File: src/rtl/eth_tx_arbiter_if.sv
// -----------------------------------------------------------------------------
// eth_tx_arbiter_if
//
// Bundle of every signal between the TX arbiter, the frame generators that
// feed it and the MAC TX FIFO it drives.
//
// Parameter:
//   NUM_SRC      number of frame generators (must match the arbiter)
//
// Signals (direction as seen from the arbiter):
//   i_req        in   per-source level request, frame pending
//   i_src_ready  in   per-source idle flag, start strobe may be sent
//   o_sync       out  per-source one-cycle start strobe
//   i_src_data   in   per-source 32-bit data, source n at [32n+31:32n]
//   i_src_sop    in   per-source start-of-packet flag
//   i_src_eop    in   per-source end-of-packet flag
//   i_src_vld    in   per-source beat valid
//   o_src_rdy    out  per-source backpressure, only the owner can see 1
//   o_eth_data   out  muxed 32-bit data to the MAC
//   o_eth_sop    out  muxed start-of-packet
//   o_eth_eop    out  muxed end-of-packet
//   o_eth_vld    out  muxed beat valid
//   i_eth_rdy    in   MAC accepts a beat when valid and ready are both 1
//   o_grant      out  one-hot current owner, 0 when idle
//   o_busy       out  arbiter is not idle
//   o_abort      out  one-cycle pulse when the watchdog kills a frame
//
// Modports:
//   master       the arbiter
//   slave        the generators plus the MAC
// -----------------------------------------------------------------------------
interface eth_tx_arbiter_if #(
    parameter int NUM_SRC = 3
);
    logic [NUM_SRC-1:0]    i_req;
    logic [NUM_SRC-1:0]    i_src_ready;
    logic [NUM_SRC-1:0]    o_sync;
    logic [32*NUM_SRC-1:0] i_src_data;
    logic [NUM_SRC-1:0]    i_src_sop;
    logic [NUM_SRC-1:0]    i_src_eop;
    logic [NUM_SRC-1:0]    i_src_vld;
    logic [NUM_SRC-1:0]    o_src_rdy;
    logic [31:0]           o_eth_data;
    logic                  o_eth_sop;
    logic                  o_eth_eop;
    logic                  o_eth_vld;
    logic                  i_eth_rdy;
    logic [NUM_SRC-1:0]    o_grant;
    logic                  o_busy;
    logic                  o_abort;

    modport master (
        input  i_req, i_src_ready, i_src_data, i_src_sop, i_src_eop,
               i_src_vld, i_eth_rdy,
        output o_sync, o_src_rdy, o_eth_data, o_eth_sop, o_eth_eop,
               o_eth_vld, o_grant, o_busy, o_abort
    );

    modport slave (
        output i_req, i_src_ready, i_src_data, i_src_sop, i_src_eop,
               i_src_vld, i_eth_rdy,
        input  o_sync, o_src_rdy, o_eth_data, o_eth_sop, o_eth_eop,
               o_eth_vld, o_grant, o_busy, o_abort
    );
endinterface

File: src/rtl/eth_tx_arbiter.sv
// -----------------------------------------------------------------------------
// eth_tx_arbiter
//
// Round-robin owner of the single 32-bit Ethernet TX stream. Generators
// (ping, ARP, UDP, ...) raise a level request; the arbiter picks one, sends
// it a one-cycle start strobe, passes its stream through to the MAC until
// the end-of-packet beat is accepted, then holds an inter-frame gap.
//
// Parameters:
//   NUM_SRC      number of generators, 2..8 (source 0 has first priority
//                after reset)
//   IFG_CYCLES   idle cycles forced after each frame, 0..15
//   WDT_CYCLES   stall limit in cycles, used only with the watchdog
//
// Ports:
//   clk          rising-edge clock
//   rst          asynchronous active-high reset
//   bus          eth_tx_arbiter_if.master, all stream/handshake signals
//
// Build option:
//   ETH_TX_ARB_WDT_EN  when defined, a frame that makes no progress for
//                      WDT_CYCLES cycles is killed with o_abort; when not
//                      defined, o_abort is constant 0 and a frame may stall
//                      forever.
// -----------------------------------------------------------------------------
module eth_tx_arbiter #(
    parameter int NUM_SRC    = 3,
    parameter int IFG_CYCLES = 2,
    parameter int WDT_CYCLES = 1024
) (
    input  logic              clk,
    input  logic              rst,
    eth_tx_arbiter_if.master  bus
);

    localparam int          IDX_W    = (NUM_SRC > 1) ? $clog2(NUM_SRC) : 1;
    // The gap state always lasts at least one cycle, so the counter is
    // loaded with one less than the gap length.
    localparam logic [3:0]  GAP_LOAD = (IFG_CYCLES > 0) ? 4'(IFG_CYCLES - 1) : 4'd0;

    if (NUM_SRC < 2 || NUM_SRC > 8 || IFG_CYCLES < 0 || IFG_CYCLES > 15 ||
        WDT_CYCLES < 2) begin : g_bad_param
        $error("eth_tx_arbiter: parameter out of range");
    end

    typedef enum logic [1:0] {
        S_IDLE,
        S_SYNC,
        S_XFER,
        S_GAP
    } state_t;

    state_t             state,   state_nxt;
    logic [NUM_SRC-1:0] grant,   grant_nxt;
    logic [IDX_W-1:0]   gidx,    gidx_nxt;
    logic [IDX_W-1:0]   ptr,     ptr_nxt;
    logic [3:0]         gap_cnt, gap_cnt_nxt;

    logic [NUM_SRC-1:0] eligible;
    logic               pick_found;
    logic [IDX_W-1:0]   pick_idx;
    logic [IDX_W:0]     cand;

    logic [31:0]        sel_data;
    logic               sel_sop;
    logic               sel_eop;
    logic               sel_vld;

    logic               wdt_hit;

    // -------------------------------------------------------------------------
    // Round-robin pick: first eligible source searching upward from ptr+1.
    // cand is one bit wider than an index so ptr+k never wraps before the
    // explicit modulo-NUM_SRC correction.
    // -------------------------------------------------------------------------
    always_comb begin
        // NOTE: every signal written here gets a default first so no path
        // leaves it unassigned, which would otherwise infer a latch.
        eligible   = bus.i_req & bus.i_src_ready;
        pick_found = 1'b0;
        pick_idx   = '0;
        cand       = '0;
        for (int k = 1; k <= NUM_SRC; k++) begin
            cand = {1'b0, ptr} + (IDX_W+1)'(k);
            if (cand >= (IDX_W+1)'(NUM_SRC)) begin
                cand = cand - (IDX_W+1)'(NUM_SRC);
            end
            if (!pick_found && eligible[cand[IDX_W-1:0]]) begin
                pick_found = 1'b1;
                pick_idx   = cand[IDX_W-1:0];
            end
        end
    end

    // -------------------------------------------------------------------------
    // Stream mux from the granted source (used only in XFER).
    // -------------------------------------------------------------------------
    always_comb begin
        sel_data = '0;
        sel_sop  = 1'b0;
        sel_eop  = 1'b0;
        sel_vld  = 1'b0;
        for (int n = 0; n < NUM_SRC; n++) begin
            if (gidx == IDX_W'(n)) begin
                sel_data = bus.i_src_data[n*32 +: 32];
                sel_sop  = bus.i_src_sop[n];
                sel_eop  = bus.i_src_eop[n];
                sel_vld  = bus.i_src_vld[n];
            end
        end
    end

    // -------------------------------------------------------------------------
    // Optional stall watchdog. The counter restarts on every accepted beat;
    // when it reaches WDT_CYCLES-1 the frame is killed in that same cycle,
    // with valid/ready to both sides suppressed so no beat slips through.
    // -------------------------------------------------------------------------
`ifdef ETH_TX_ARB_WDT_EN
    localparam int WDT_W = $clog2(WDT_CYCLES + 1);

    logic [WDT_W-1:0] wdt_cnt;

    assign wdt_hit = (state == S_XFER) && (wdt_cnt == WDT_W'(WDT_CYCLES - 1));

    always_ff @(posedge clk or posedge rst) begin
        if (rst) begin
            wdt_cnt <= '0;
        end else if (state != S_XFER) begin
            wdt_cnt <= '0;
        end else if (bus.o_eth_vld && bus.i_eth_rdy) begin
            wdt_cnt <= '0;
        end else if (!wdt_hit) begin
            wdt_cnt <= wdt_cnt + 1'b1;
        end
    end
`else
    assign wdt_hit = 1'b0;
`endif

    // -------------------------------------------------------------------------
    // State register.
    // -------------------------------------------------------------------------
    always_ff @(posedge clk or posedge rst) begin
        if (rst) begin
            state   <= S_IDLE;
            grant   <= '0;
            gidx    <= '0;
            ptr     <= IDX_W'(NUM_SRC - 1);
            gap_cnt <= '0;
        end else begin
            // NOTE: registers take non-blocking assignments so every flop
            // samples the pre-edge values regardless of statement order.
            state   <= state_nxt;
            grant   <= grant_nxt;
            gidx    <= gidx_nxt;
            ptr     <= ptr_nxt;
            gap_cnt <= gap_cnt_nxt;
        end
    end

    // -------------------------------------------------------------------------
    // Next state and outputs. Everything outside XFER drives a quiet bus.
    // -------------------------------------------------------------------------
    always_comb begin
        state_nxt       = state;
        grant_nxt       = grant;
        gidx_nxt        = gidx;
        ptr_nxt         = ptr;
        gap_cnt_nxt     = gap_cnt;

        bus.o_sync      = '0;
        bus.o_src_rdy   = '0;
        bus.o_eth_data  = '0;
        bus.o_eth_sop   = 1'b0;
        bus.o_eth_eop   = 1'b0;
        bus.o_eth_vld   = 1'b0;
        bus.o_grant     = grant;
        bus.o_busy      = (state != S_IDLE);
        bus.o_abort     = 1'b0;

        case (state)
            S_IDLE: begin
                if (pick_found) begin
                    grant_nxt = NUM_SRC'(1) << pick_idx;
                    gidx_nxt  = pick_idx;
                    state_nxt = S_SYNC;
                end
            end

            S_SYNC: begin
                bus.o_sync = grant;
                state_nxt  = S_XFER;
            end

            S_XFER: begin
                if (wdt_hit) begin
                    bus.o_abort = 1'b1;
                    ptr_nxt     = gidx;
                    grant_nxt   = '0;
                    gap_cnt_nxt = GAP_LOAD;
                    state_nxt   = S_GAP;
                end else begin
                    bus.o_eth_data = sel_data;
                    bus.o_eth_sop  = sel_sop;
                    bus.o_eth_eop  = sel_eop;
                    bus.o_eth_vld  = sel_vld;
                    bus.o_src_rdy  = grant & {NUM_SRC{bus.i_eth_rdy}};
                    // Only an accepted eop ends the frame; sop is never
                    // inspected.
                    if (sel_vld && bus.i_eth_rdy && sel_eop) begin
                        ptr_nxt     = gidx;
                        grant_nxt   = '0;
                        gap_cnt_nxt = GAP_LOAD;
                        state_nxt   = S_GAP;
                    end
                end
            end

            S_GAP: begin
                if (gap_cnt == 4'd0) begin
                    state_nxt = S_IDLE;
                end else begin
                    gap_cnt_nxt = gap_cnt - 4'd1;
                end
            end

            default: begin
                state_nxt = S_IDLE;
                grant_nxt = '0;
            end
        endcase
    end

endmodule

File: src/flat_wrapper.sv
// flat-port wrapper written by rule: the top's interface ports become plain ports
module eth_tx_arbiter_flat 
#(
    parameter int NUM_SRC    = 3,
    parameter int IFG_CYCLES = 2,
    parameter int WDT_CYCLES = 1024
)
  (clk, rst, bus_i_req, bus_i_src_ready, bus_i_src_data, bus_i_src_sop, bus_i_src_eop, bus_i_src_vld, bus_i_eth_rdy, bus_o_sync, bus_o_src_rdy, bus_o_eth_data, bus_o_eth_sop, bus_o_eth_eop, bus_o_eth_vld, bus_o_grant, bus_o_busy, bus_o_abort);
  eth_tx_arbiter_if #(.NUM_SRC(NUM_SRC)) bus_i ();
  input  logic clk;
  input  logic rst;
  input wire logic [$bits(bus_i.i_req)-1:0] bus_i_req;
  input wire logic [$bits(bus_i.i_src_ready)-1:0] bus_i_src_ready;
  input wire logic [$bits(bus_i.i_src_data)-1:0] bus_i_src_data;
  input wire logic [$bits(bus_i.i_src_sop)-1:0] bus_i_src_sop;
  input wire logic [$bits(bus_i.i_src_eop)-1:0] bus_i_src_eop;
  input wire logic [$bits(bus_i.i_src_vld)-1:0] bus_i_src_vld;
  input wire logic [$bits(bus_i.i_eth_rdy)-1:0] bus_i_eth_rdy;
  output wire logic [$bits(bus_i.o_sync)-1:0] bus_o_sync;
  output wire logic [$bits(bus_i.o_src_rdy)-1:0] bus_o_src_rdy;
  output wire logic [$bits(bus_i.o_eth_data)-1:0] bus_o_eth_data;
  output wire logic [$bits(bus_i.o_eth_sop)-1:0] bus_o_eth_sop;
  output wire logic [$bits(bus_i.o_eth_eop)-1:0] bus_o_eth_eop;
  output wire logic [$bits(bus_i.o_eth_vld)-1:0] bus_o_eth_vld;
  output wire logic [$bits(bus_i.o_grant)-1:0] bus_o_grant;
  output wire logic [$bits(bus_i.o_busy)-1:0] bus_o_busy;
  output wire logic [$bits(bus_i.o_abort)-1:0] bus_o_abort;
  assign bus_i.i_req = bus_i_req;
  assign bus_i.i_src_ready = bus_i_src_ready;
  assign bus_i.i_src_data = bus_i_src_data;
  assign bus_i.i_src_sop = bus_i_src_sop;
  assign bus_i.i_src_eop = bus_i_src_eop;
  assign bus_i.i_src_vld = bus_i_src_vld;
  assign bus_i.i_eth_rdy = bus_i_eth_rdy;
  assign bus_o_sync = bus_i.o_sync;
  assign bus_o_src_rdy = bus_i.o_src_rdy;
  assign bus_o_eth_data = bus_i.o_eth_data;
  assign bus_o_eth_sop = bus_i.o_eth_sop;
  assign bus_o_eth_eop = bus_i.o_eth_eop;
  assign bus_o_eth_vld = bus_i.o_eth_vld;
  assign bus_o_grant = bus_i.o_grant;
  assign bus_o_busy = bus_i.o_busy;
  assign bus_o_abort = bus_i.o_abort;
  eth_tx_arbiter #(.NUM_SRC(NUM_SRC), .IFG_CYCLES(IFG_CYCLES), .WDT_CYCLES(WDT_CYCLES)) u_core (.clk(clk), .rst(rst), .bus(bus_i));
endmodule
File: config.mk
export PLATFORM = sky130hd
export DESIGN_NAME = eth_tx_arbiter_flat
export DESIGN_NICKNAME = d
export VERILOG_FILES = /design/src/rtl/eth_tx_arbiter_if.sv /design/src/rtl/eth_tx_arbiter.sv /design/src/flat_wrapper.sv
export SDC_FILE = /design/constraint.sdc
export NUM_CORES = 1
export LEC_CHECK = 0
export CORE_MARGIN = 10
export CORE_UTILIZATION = 30
export CTS_CLUSTER_SIZE = 25
export DETAILED_ROUTE_END_ITERATION = 7
export PLACE_DENSITY = 0.79
export SLEW_MARGIN = 20
export SYNTH_ARGS = -nofsm -noshare
export SYNTH_HDL_FRONTEND = slang
export SYNTH_SLANG_ARGS = --single-unit
File: constraint.sdc
create_clock -name clk -period 2.1 [get_ports clk]
set_clock_uncertainty 0.05 [all_clocks]
set_input_delay 0.315 -clock clk [delete_from_list [all_inputs] [get_ports clk]]
set_output_delay 0.315 -clock clk [all_outputs]
set_load 0.03 [all_outputs]
== Word level (Yosys, flattened, before mapping) ==
Index checks and enable logic that the tools add are counted.
Storage, ports and cells
  logic and storage cells: 90
  output and inout port bits: 46
  input bits: 114
  bits in registers: 13
Cells by class
  reduce and logical (&&, ||, !) cells: 17
  equal/unequal tests: 9
  $lt $le $gt $ge: 6
  shift-type cells: 1
  muxes and demuxes: 43
  add/sub/neg operators: 7
  bitwise gates (word level): 2
Operators by type and width (count)
  $mux 32: 4
  $mux 1: 18
  $mux 2: 9
  $mux 3: 4
  $ge 3x2->1 const B: 3
  $lt 2x3->1 const B: 3
  $reduce_and 3->1: 3
  $mux 4: 2
  $pmux 2 s4: 1
  $pmux 4 s2: 1
  $add 2x2->3 const B: 2
  $and 3x3->3: 2
  $bmux 1 s2: 3
  $eq 2x2->1 const B: 3
  $ne 2x1->1 const B: 3
  $pmux 3 s2: 1
  $reduce_bool 2->1: 3
  $sub 2x2->2 const B: 3
  $eq 2x1->1 const B: 2
  $logic_and 1x1->1: 4
  $logic_not 2->1: 2
  $logic_not 4->1: 1
  $reduce_and 2->1: 2
  $sub 4x1->4 const B: 1
  4 further kinds: 5

== Logic depth before layout (Yosys ltp) ==
Gate-level depths: netlist of the first run.
  depth after elaboration: 15
  mapped depth: 8
  mapped depth without buffers: 7

== Least setup slack after synthesis of the first run ==
Ideal clock, no wire load.
  path kind: reg2reg
  start: reg u_core.ptr[1]
  end: reg u_core.state[1]
  arrival: 1.936 ns
  setup time: 0.125 ns
  setup slack: -0.011 ns
  stages on the path, launching flop included: 8
  buffers on the path: 0
  cell sequence: dfstp_2 > inv_1 > ha_1 > and3b_1 > o21ai_0 > o211ai_1 > o221ai_1 > mux2_2
Between the ends
  cells in the longest elaborated chain, start to end: 14
  elaborated cells on any way between the ends: 27
Ends and longest elaborated chain
  start, declared: RTL line eth_tx_arbiter.sv:56  | logic [IDX_W-1:0] ptr, ptr_nxt;
  start signal, assigned: RTL line eth_tx_arbiter.sv:148  | ptr <= IDX_W'(NUM_SRC - 1);
  start signal, assigned: RTL line eth_tx_arbiter.sv:156  | ptr <= ptr_nxt;
  $add 2x1->3: RTL line eth_tx_arbiter.sv:84  | cand = {1'b0, ptr} + (IDX_W+1)'(k);
  $ge 3x2->1 / $sub 2x2->2 (equally long branches): RTL line eth_tx_arbiter.sv:85, eth_tx_arbiter.sv:86
  $mux 2: RTL line eth_tx_arbiter.sv:85  | if (cand >= (IDX_W+1)'(NUM_SRC)) begin
  $bmux 1 s2: RTL line eth_tx_arbiter.sv:88  | if (!pick_found && eligible[cand[IDX_W-1:0]]) begin
  $mux 1 (not written as such): RTL line eth_tx_arbiter.sv:88
  $mux 1: RTL line eth_tx_arbiter.sv:88
  $logic_not 1->1: RTL line eth_tx_arbiter.sv:88
  $logic_and 1x1->1: RTL line eth_tx_arbiter.sv:88
  $mux 1: RTL line eth_tx_arbiter.sv:88
  $logic_not 1->1: RTL line eth_tx_arbiter.sv:88
  $logic_and 1x1->1: RTL line eth_tx_arbiter.sv:88
  $mux 1 (*): RTL line eth_tx_arbiter.sv:88
  $ne 2x1->1 (no line) (*)
  $reduce_and 3->1 (no line) (*)
  end signal, assigned: RTL line eth_tx_arbiter.sv:153  | state <= state_nxt;
  end, declared: RTL line eth_tx_arbiter.sv:53  | state_t state, state_nxt;
Every way passes the cells marked *; elsewhere a longest branch is shown, timed or not. The select of a mux whose other input is x is not followed.
A chain may end at the register's enable or synchronous reset.

== Final worst setup path of the first run ==
Ends and elaborated chain as after synthesis.

==> flow_summary_export.csv, run 1 <==
group,metric,value,unit
status,status,"finished, violations left",
status,violations,"setup timing",
floorplan,dieWidth,99.2,um
worst_setup_path,cp_slowest_cell,"dfstp_2",
synth,avgSynthCellArea,7.13,um^2
floorplan,fp-row-count,28,
sta,timing.setup.tns,-21.8,ps
floorplan,start_util,31.4,%
worst_setup_path,crit_fanout,5,
sta,fin_crit,2110,ps
synth,yosys.area.top_type,"mux2i_1",
synth,synth_edf_count,0,
worst_setup_path,crit_buf_inv,1,
place,dpl.hpwl,7.19,mm
cts,cts_buffer_depth,2,
synth,seq_area_frac_synth,17.4,%
cts,worstSkewPairLatency,240,ps
floorplan,dieArea,0.00984,mm^2
synth,synth_cell_type_count,45,
worst_setup_path,end_kind,"flop",
sta,fin_ws,-11.3,ps
power_and_ir_drop,leakage,0.00164,uW
cts,cts_tree,"done",
cts,cts_buffers,3,
worst_setup_path,slowest_delay,540,ps
sta,maxSlewViolCount,0,
sta,setup_viol,2,
routing,vias,2497,
place,routabilityCongestion,0.849,
synth,yosys_warnings,0,
routing,wl_per_cell,16.7,um
routing,drt_pass1_iterations,4,
floorplan,dieHeight,99.2,um
worst_setup_path,cp-start-kind,"flop",
synth,synth_top_cell_area_share,19.7,%
floorplan,core,0.00599,mm^2
grt,grt_pass1_wl,13.3,mm
routing,initialDrtViolationCount,106,
cts,cts_root_buffer,"clkbuf_8",
place,io_buffers,158,
hold_path,hold_path.class,"input port to async pin",
cts,cts_sinks,13,
cells_and_area,diodes,0,
cts,htree_levels,1,
power_and_ir_drop,total_power,4850,uW
grt,track_usage,16.0,%
routing,finalWirelength,8.54,mm
cts,path_clk_slew,50,ps
cells_and_area,nNetsFinal,559,
worst_setup_path,crit_chain,"inv_2 -> ha_4 -> and3b_1 -> o21ai_1 -> o211ai_1 -> o221ai_1 -> mux2_2",
power_and_ir_drop,irDropWorstVdd,0.687,mV
routing,drc_errors,0,
synth,async_flop_share,100,%
routing,drtAntennaViolNets,0,
grt,grt_max_degree,31,
place,dp.cells,501,
cells_and_area,stdcell_count,510,
grt,grt_antenna_before_repair,0,
synth,ys_top_cells_by_area,"mux2i_1 20%, dfrtp_1 16%, nor2_1 14%, a21oi_1 9.3%, ha_1 6.0%",
cells_and_area,final_util,63.0,%
cells_and_area,drive_gt1_share,21.1,%
synth,synth_ff_type,"dfrtp_1",
sta,hold_viol,0,
grt,grt_pass1_vias,2658,
sta,hold_ws,347,ps
routing,via_per_inst,4.90,
sta,rsz0062_at_grt,"true",
synth,synth-seq-cells,13,
synth,synth_area,0.00188,mm^2
cells_and_area,area_growth,101,%
synth,synth_fp_nets,387,
sta,finalCritPeriodShare,101,%
power_and_ir_drop,p_per_area,1280,mW/mm^2
run,drv_cap,0,
worst_setup_path,worstSetupPathType,"flop to flop",
cts,holdBufCountCts,0,
sta,fmax,474,MHz
worst_setup_path,cp_data_arrival_time,2180,ps
synth,synth_cells,264,
floorplan,io_pins,160,
grt,grt-ovfl-total,0,
worst_setup_path,crit_required,2170,ps
worst_setup_path,cp_top_family,"flip-flops",
[per-stage QoR]
step,instance area (um^2),setup slack (ps)
5_1_grt,3770,-112
2_1_floorplan,1890,0.407
6_report,3770,-11.3
4_1_cts,3700,-23.8
3_5_place_dp,3590,-117
3_3_place_gp,3590,-86.0
[registers in the layout, indices dropped and copies added, names as in the netlist]
name,cells
u_core.gap_cnt,4
u_core.bus.o_grant,3
u_core.gidx,2
u_core.ptr,2
u_core.state,2
[cells in the final DEF, fill, tap and decap left out, types with 10 or more instances in the layout]
cell type / netlist / routed
dfrtp_1: 12 / 10
clkdlybuf4s50_1: 0 / 116
nor2_1: 68 / 66
buf_4: 1 / 58
mux2i_1: 37 / 36
a21oi_1: 35 / 34
inv_1: 13 / 12
[path summary, 6_finish.rpt]
check,from,to,slack [ps],cells past startpoint
max,u_core.ptr[1],u_core.state[1],-10,7
max reg2reg,u_core.ptr[1],u_core.state[1],-10,7
min,rst,u_core.gap_cnt[3],350,2
min in group clk,u_core.gap_cnt[1],u_core.gap_cnt[1],460,2
min reg2reg,u_core.gap_cnt[1],u_core.gap_cnt[1],460,2
max in group asynchronous,rst,u_core.ptr[0],1290,2
[layer usage]
metal / up-vias / track usage [%] / share of wire, %
met3: 8 / 5.19 / 7.7
li1: 1265 / - / -
met1: 1136 / 16.9 / 37
met2: 88 / 29.8 / 54
met4: 0 / 3.42 / 1.2
met5: - / 0 / 0
[cell families (layout without fill, tap and decap cells)]
group           count (synthesis)  in the layout  synth area share [%]
compound gates                 63             63                  22.1
fa+ha+maj                       9              9                  5.98
buf+inv                        31            202                  6.98
flops                          13             13                  17.4
mux                            41             41                  22.1
other cells                     1              1                 0.199
simple gates                  106            106                  25.3
[what timing repair did]
| action | CTS | global route |
|---|---|---|
| resized for setup | 13 | 20 |
| endpoints found under the setup margin | 20 | 37 |
| setup buffers | 5 | 0 |
| pin swaps | 4 | 3 |
[power breakdown]
group	switching, uW	internal [uW]
logic	2250	1880
registers	134	375
clock network	81.5	134
total	2470	2380
[cell type report]
cell class | count | area [um^2]
Sequential cell | 13 | 329
Tap cell | 75 | 93.8
Clock buffer | 4 | 45.0
Timing Repair Buffer | 185 | 1750
Inverter | 13 | 48.8
Multi-Input combinational cell | 220 | 1510
Fill cell | 520 | 2220
[cells in the mapped netlist (all sizes together) (2+ instances only)]
master and instances:
dfrtp 12, nand2 7, a31oi 3, nand2b 2
nor2 68, a21oi 35, o21ai 5, buf 9
nor2b 2, ha 9, o211ai 3, mux2 4
inv 13, clkbuf 9, and2 7, mux2i 37
or3 2, and3 6, o2111ai 2, o2bb2ai 4
nor3 2, nand3 5
(Power assumes the default switching activity.)
==> run 2: changes to the inputs <==
Settings changed: GPL_TIMING_DRIVEN set to 0, PLACE_DENSITY 0.79 to 0.83.
==> run 2 against run 1 <==
  * The run still ends with setup timing left
  * Hold slack better by 12 ps
  * Clock-buffer cell count unchanged
  * Via count up 0.80%
  * Fmax down 3.4%
  * Final area down 1.1%
  * Largest cell class unchanged
==> flow_summary_export.csv, run 2 (synthesis results as in run 1) <==
group,metric,value,unit
grt,grt_pass1_wl,13.3,mm
routing,drt_pass1_iterations,4,
sta,worst_slew_pin_slew,513,ps
worst_setup_path,slowest_delay,560,ps
floorplan,dieWidth,99.2,um
sta,hold_ws,359,ps
floorplan,start_util,31.4,%
worst_setup_path,worstSetupPathType,"flop to flop",
sta,fin_ws,-85.0,ps
grt,grt_max_degree,14,
power_and_ir_drop,p_per_area,1310,mW/mm^2
floorplan,dieHeight,99.2,um
grt,track_usage,16.2,%
routing,via_per_inst,4.95,
sta,max-slew-margin-rel,65.7,%
routing,finalWirelength,8.89,mm
sta,rsz0062_at_grt,"true",
cells_and_area,diodes,0,
cts,holdBufCountCts,0,
sta,hold_viol,0,
place,dpl.hpwl,7.42,mm
run,drv_cap,0,
power_and_ir_drop,p_switching,2570,uW
sta,setup_viol,2,
power_and_ir_drop,leakage,0.00161,uW
cts,htree_levels,1,
grt,grt_antenna_before_repair,0,
sta,fin_crit,2180,ps
cells_and_area,layout_common_cells,"116 x clkdlybuf4s50_1, 64 x nor2_1, 36 x mux2i_1",
power_and_ir_drop,clockPowerShare,4.5,%
cells_and_area,fillers,530,
cts,worstSkewPairLatency,240,ps
cts,cts_sinks,13,
floorplan,core,0.00599,mm^2
floorplan,dieArea,0.00984,mm^2
hold_path,hold_path.class,"input port to async pin",
place,io_buffers,158,
power_and_ir_drop,irDropWorstVdd,0.701,mV
routing,vias,2517,
worst_setup_path,crit_chain,"inv_2 -> ha_4 -> and3b_1 -> o21ai_2 -> o211ai_1 -> buf_4 -> o221ai_4 -> mux2_4",
grt,grt-ovfl-total,0,
cells_and_area,final_util,62.3,%
worst_setup_path,cp_slowest_cell,"dfstp_2",
cells_and_area,register_area,328,um^2
floorplan,fp-row-count,28,
cells_and_area,regMostFlops,"u_core.gap_cnt",
power_and_ir_drop,switching_share,52.4,%
cells_and_area,multi_input_area,0.00154,mm^2
grt,grt_pass1_vias,2582,
cts,path_clk_slew,60,ps
cts,cts_buffer_depth,2,
worst_setup_path,cp-start-kind,"flop",
sta,maxSlewViolCount,0,
routing,wl_per_cell,17.5,um
power_and_ir_drop,power_frac_seq,9.9,%
cts,cts_tree,"done",
worst_setup_path,ff2ff_path_depth,8,
routing,drtAntennaViolNets,0,
status,violations,"setup timing",
cells_and_area,final_common_cell,"clkdlybuf4s50_1",
cells_and_area,area_growth,98.4,%
routing,initialDrtViolationCount,56,
worst_setup_path,crit_required,2180,ps
cells_and_area,drive_gt1_share,21.9,%
power_and_ir_drop,p_int,2330,uW
worst_setup_path,cp_data_arrival_time,2260,ps
sta,fmax,458,MHz
worst_setup_path,crit_fanout,6,
status,status,"finished, violations left",
floorplan,io_pins,160,
cts,cts_buffers,3,
cells_and_area,nNetsFinal,557,
sta,finalCritPeriodShare,104,%
place,routabilityCongestion,0.901,
cts,cts_root_buffer,"clkbuf_8",
routing,drc_errors,0,
cells_and_area,largest_reg_flops,4,
worst_setup_path,end_kind,"flop",
power_and_ir_drop,combPwrFrac,85.5,%
-- run 2: what timing repair did --
action | 4_1_cts | 5_1_grt
gates resized for setup | 219 | 60
buffers inserted | 4 | 3
endpoints found under the setup margin | 46 | 42
pin swaps | 4 | 5
-- run 2: through the flow --
stage          power, uW  setup TNS (ps)  cell area, um^2  instances  setup slack [ps]
2_1_floorplan       2910               0             1890        264             0.407
5_1_grt             5250            -386             3730        508              -139
3_5_place_dp        4230          -23170             3570        497              -722
3_3_place_gp        4160          -20630             3570        497              -642
6_report            4900            -133             3730        508             -85.0
4_1_cts             4590           -78.9             3610        505             -49.9
-- run 2: path summary, 6_finish.rpt --
path,to,slack [ps],startpoint
setup / recovery,u_core.state[1],-80,u_core.ptr[1]
hold / removal,u_core.state[0],360,rst
setup reg to reg,u_core.state[1],-80,u_core.ptr[1]
hold reg to reg,u_core.gap_cnt[1],460,u_core.gap_cnt[1]
max in group asynchronous,u_core.gidx[0],1260,rst
min in group clk,u_core.gap_cnt[1],460,u_core.gap_cnt[1]
-- run 2: worst max-delay path: cells and delay by family (launching register included) --
kind | cells | cell delay, ps
AOI/OAI and AO/OA | 3 | 420
adders and majority gates | 1 | 290
buffers and inverters | 2 | 240
DFF | 1 | 560
muxes | 1 | 320
and+or+nand+nor | 1 | 180
-- run 2: layout make-up --
class	count	area share [%]
Tap cell	75	2.51
Sequential cell	13	8.78
Clock buffer	4	1.21
Multi-Input combinational cell	220	41.3
Inverter	13	1.31
Buffer	18	4.22
Timing Repair Buffer	165	40.7
-- run 2: routing by layer --
layer  track usage [%]  vias to the layer above  share of wire [%]
li1                  -                     1261                  -
met3              5.88                        6                7.8
met5                 0                        -                  0
met2              30.9                       91                 55
met1              16.8                     1159                 37
met4              1.87                        0                1.1
-- run 2: power groups by stage --
stage	Sequential, uW	Clock (uW)	Combinational (uW)
2_1_floorplan	488	0	2420
3_3_place_gp	476	0	3680
3_5_place_dp	482	0	3750
4_1_cts	472	229	3890
5_1_grt	500	245	4500
6_report	487	222	4190
==> run 3: changes to the inputs <==
==> constraint.sdc (replaced) <==
create_clock -name clk -period 1.8 [get_ports clk]
set_clock_uncertainty 0.05 [all_clocks]
set_input_delay 0.27 -clock clk [delete_from_list [all_inputs] [get_ports clk]]
set_output_delay 0.27 -clock clk [all_outputs]
set_load 0.005 [all_outputs]
==> run 3 against run 2 <==
  * The flow still finishes with violations (setup timing)
  * Utilization increased by 7.5 points
  * Combinational power is 24% higher
  * Sequential power grew 22%
  * Critical path depth is the same
  * Final cell count grew 6.9%
  * Critical endpoint is now u_core.gidx[0]
  * Highest routed layer unchanged
  * Via count grew 7.9%
  * Register-to-register slack worse by 310 ps
==> flow_summary_export.csv, run 3 (synthesis results as in run 1) <==
group,metric,value,unit
run,drv_cap,0,
routing,drtAntennaViolNets,0,
routing,drc_errors,0,
sta,fin_crit,2190,ps
routing,vias,2716,
cells_and_area,diodes,0,
routing,initialDrtViolationCount,122,
cells_and_area,regMostFlops,"u_core.gap_cnt",
floorplan,core,0.00599,mm^2
place,dpl.hpwl,7.51,mm
worst_setup_path,setup.worst_path.end,"u_core.gidx[0]",
worst_setup_path,r2r_end,"u_core.gidx[0]",
floorplan,start_util,31.4,%
grt,grt-ovfl-total,0,
worst_setup_path,cp_data_arrival_time,2280,ps
status,violations,"setup timing",
worst_setup_path,cp-start-kind,"flop",
power_and_ir_drop,irDropWorstVdd,0.701,mV
worst_setup_path,crit_start,"u_core.ptr[1]",
worst_setup_path,r2r_setup_slack,-390,ps
place,routabilityCongestion,0.893,
cells_and_area,drive_gt1_share,30.6,%
worst_setup_path,r2r_start,"u_core.ptr[1]",
worst_setup_path,crit_fanout,4,
worst_setup_path,ff2ff_path_depth,8,
grt,grt_antenna_before_repair,0,
routing,top_layer_used,"met4",
sta,setup_viol,48,
sta,hold_viol,0,
floorplan,dieArea,0.00984,mm^2
sta,rsz0062_at_grt,"true",
place,placed_cell_area,0.00359,mm^2
cells_and_area,layout_common_cells,"116 x clkdlybuf4s50_1, 67 x nor2_1, 33 x a21oi_1, 33 x mux2i_1, 33 x buf_2",
cells_and_area,finalInstanceArea,0.00418,mm^2
grt,grt_pass1_wl,13.8,mm
place,io_buffers,158,
hold_path,hold_path.class,"input port to async pin",
cts,htree_levels,1,
cells_and_area,final_util,69.8,%
cts,worstSkewPairLatency,250,ps
grt,grt_max_degree,14,
routing,met2_length,5.72,mm
cells_and_area,area_growth,122,%
place,dp.cells,497,
cts,cts_root_buffer,"clkbuf_8",
cts,cts_tree,"done",
routing,finalWirelength,10.2,mm
worst_setup_path,worstSetupPathType,"flop to flop",
cts,path_clk_slew,60,ps
cells_and_area,stdcell_count,543,
cells_and_area,largest_reg_flops,4,
sta,maxSlewViolCount,0,
cts,cts_sinks,13,
routing,wl_per_cell,18.8,um
routing,met3_length,633,um
sta,finalCritPeriodShare,122,%
sta,worst_slew_pin_slew,523,ps
cts,cts_buffers,3,
floorplan,io_pins,160,
routing,via_per_inst,5.00,
floorplan,fp-row-count,28,
worst_setup_path,end_kind,"flop",
grt,grt_pass1_vias,2772,
power_and_ir_drop,leakage,0.00184,uW
sta,max-slew-margin-rel,65.1,%
status,status,"finished, violations left",
power_and_ir_drop,total_power,6050,uW
cells_and_area,nNetsFinal,592,
grt,track_usage,17.0,%
cts,cts_buffer_depth,2,
routing,drt_pass1_iterations,4,
floorplan,dieHeight,99.2,um
floorplan,dieWidth,99.2,um
cells_and_area,final_common_cell,"clkdlybuf4s50_1",
power_and_ir_drop,p_per_area,1450,mW/mm^2
sta,fmax,456,MHz
worst_setup_path,crit_required,1880,ps
routing,drt-met1-wl,3.67,mm
sta,timing.setup.tns,-7040,ps
sta,fin_ws,-394,ps
run 3: cell types whose count changed in the layout (fill, tap and decap cells not counted), moves of 4 or more:
cell       delta
clkbuf_16     +4
buf_8         +4
buf_2        +21
buf_6        +12
clkbuf_4      -8
run 3: area by class of cell:
| class | instances | area (um^2) |
|---|---|---|
| Multi-Input combinational cell | 220 | 1590 |
| Tap cell | 75 | 93.8 |
| Inverter | 13 | 51.3 |
| Timing Repair Buffer | 200 | 1840 |
| Fill cell | 479 | 1810 |
| Clock buffer | 4 | 45.0 |
| Sequential cell | 13 | 330 |
| Buffer | 18 | 226 |
run 3: metal layers:
metal,global-route usage [%],up-vias
met3,5.95,15
met2,33.4,97
li1,-,1335
met4,4.30,0
met1,16.2,1269
met5,0,-
run 3: stage by stage:
stage | setup WS (ps) | hold WS, ps
2_1_floorplan | -237 | 96.2
3_3_place_gp | -715 | 438
3_5_place_dp | -772 | 492
4_1_cts | -351 | 331
5_1_grt | -478 | 380
6_report | -394 | 310
run 3: how the worst min path moves through the flow:
stage	from	end	slack (ps)	cells after the start
after floorplan	rst	u_core.bus.o_grant[0]	100	1
after global placement	u_core.gap_cnt[1]	u_core.gap_cnt[1]	440	2
after detailed placement	u_core.gap_cnt[1]	u_core.gap_cnt[1]	490	2
after CTS	rst	u_core.gap_cnt[0]	330	2
after global routing	rst	u_core.bus.o_grant[1]	380	2
final	rst	u_core.gap_cnt[3]	310	2
run 3: critical path, cell delays in order, from the launching register on:
cell	delay (ps)
dfstp_2	550
inv_2	60
ha_4	170
and2_4	140
o2111a_1	240
o211ai_1	300
buf_4	200
nand2_2	70
mux2_4	300
run 3: repair_timing:
action / in CTS / in global routing
setup buffers: 18 / 21
pin swaps: 14 / 41
setup endpoints to repair: 52 / 50
cloned: 0 / 4
gates resized for setup: 178 / 86
hold buffers: 0 / 0
run 3: report_power, final:
part / total [uW] / switching, uW / internal (uW)
clock: 271 / 114 / 157
combinational: 5190 / 2330 / 2860
sequential: 592 / 151 / 441
total: 6050 / 2600 / 3460
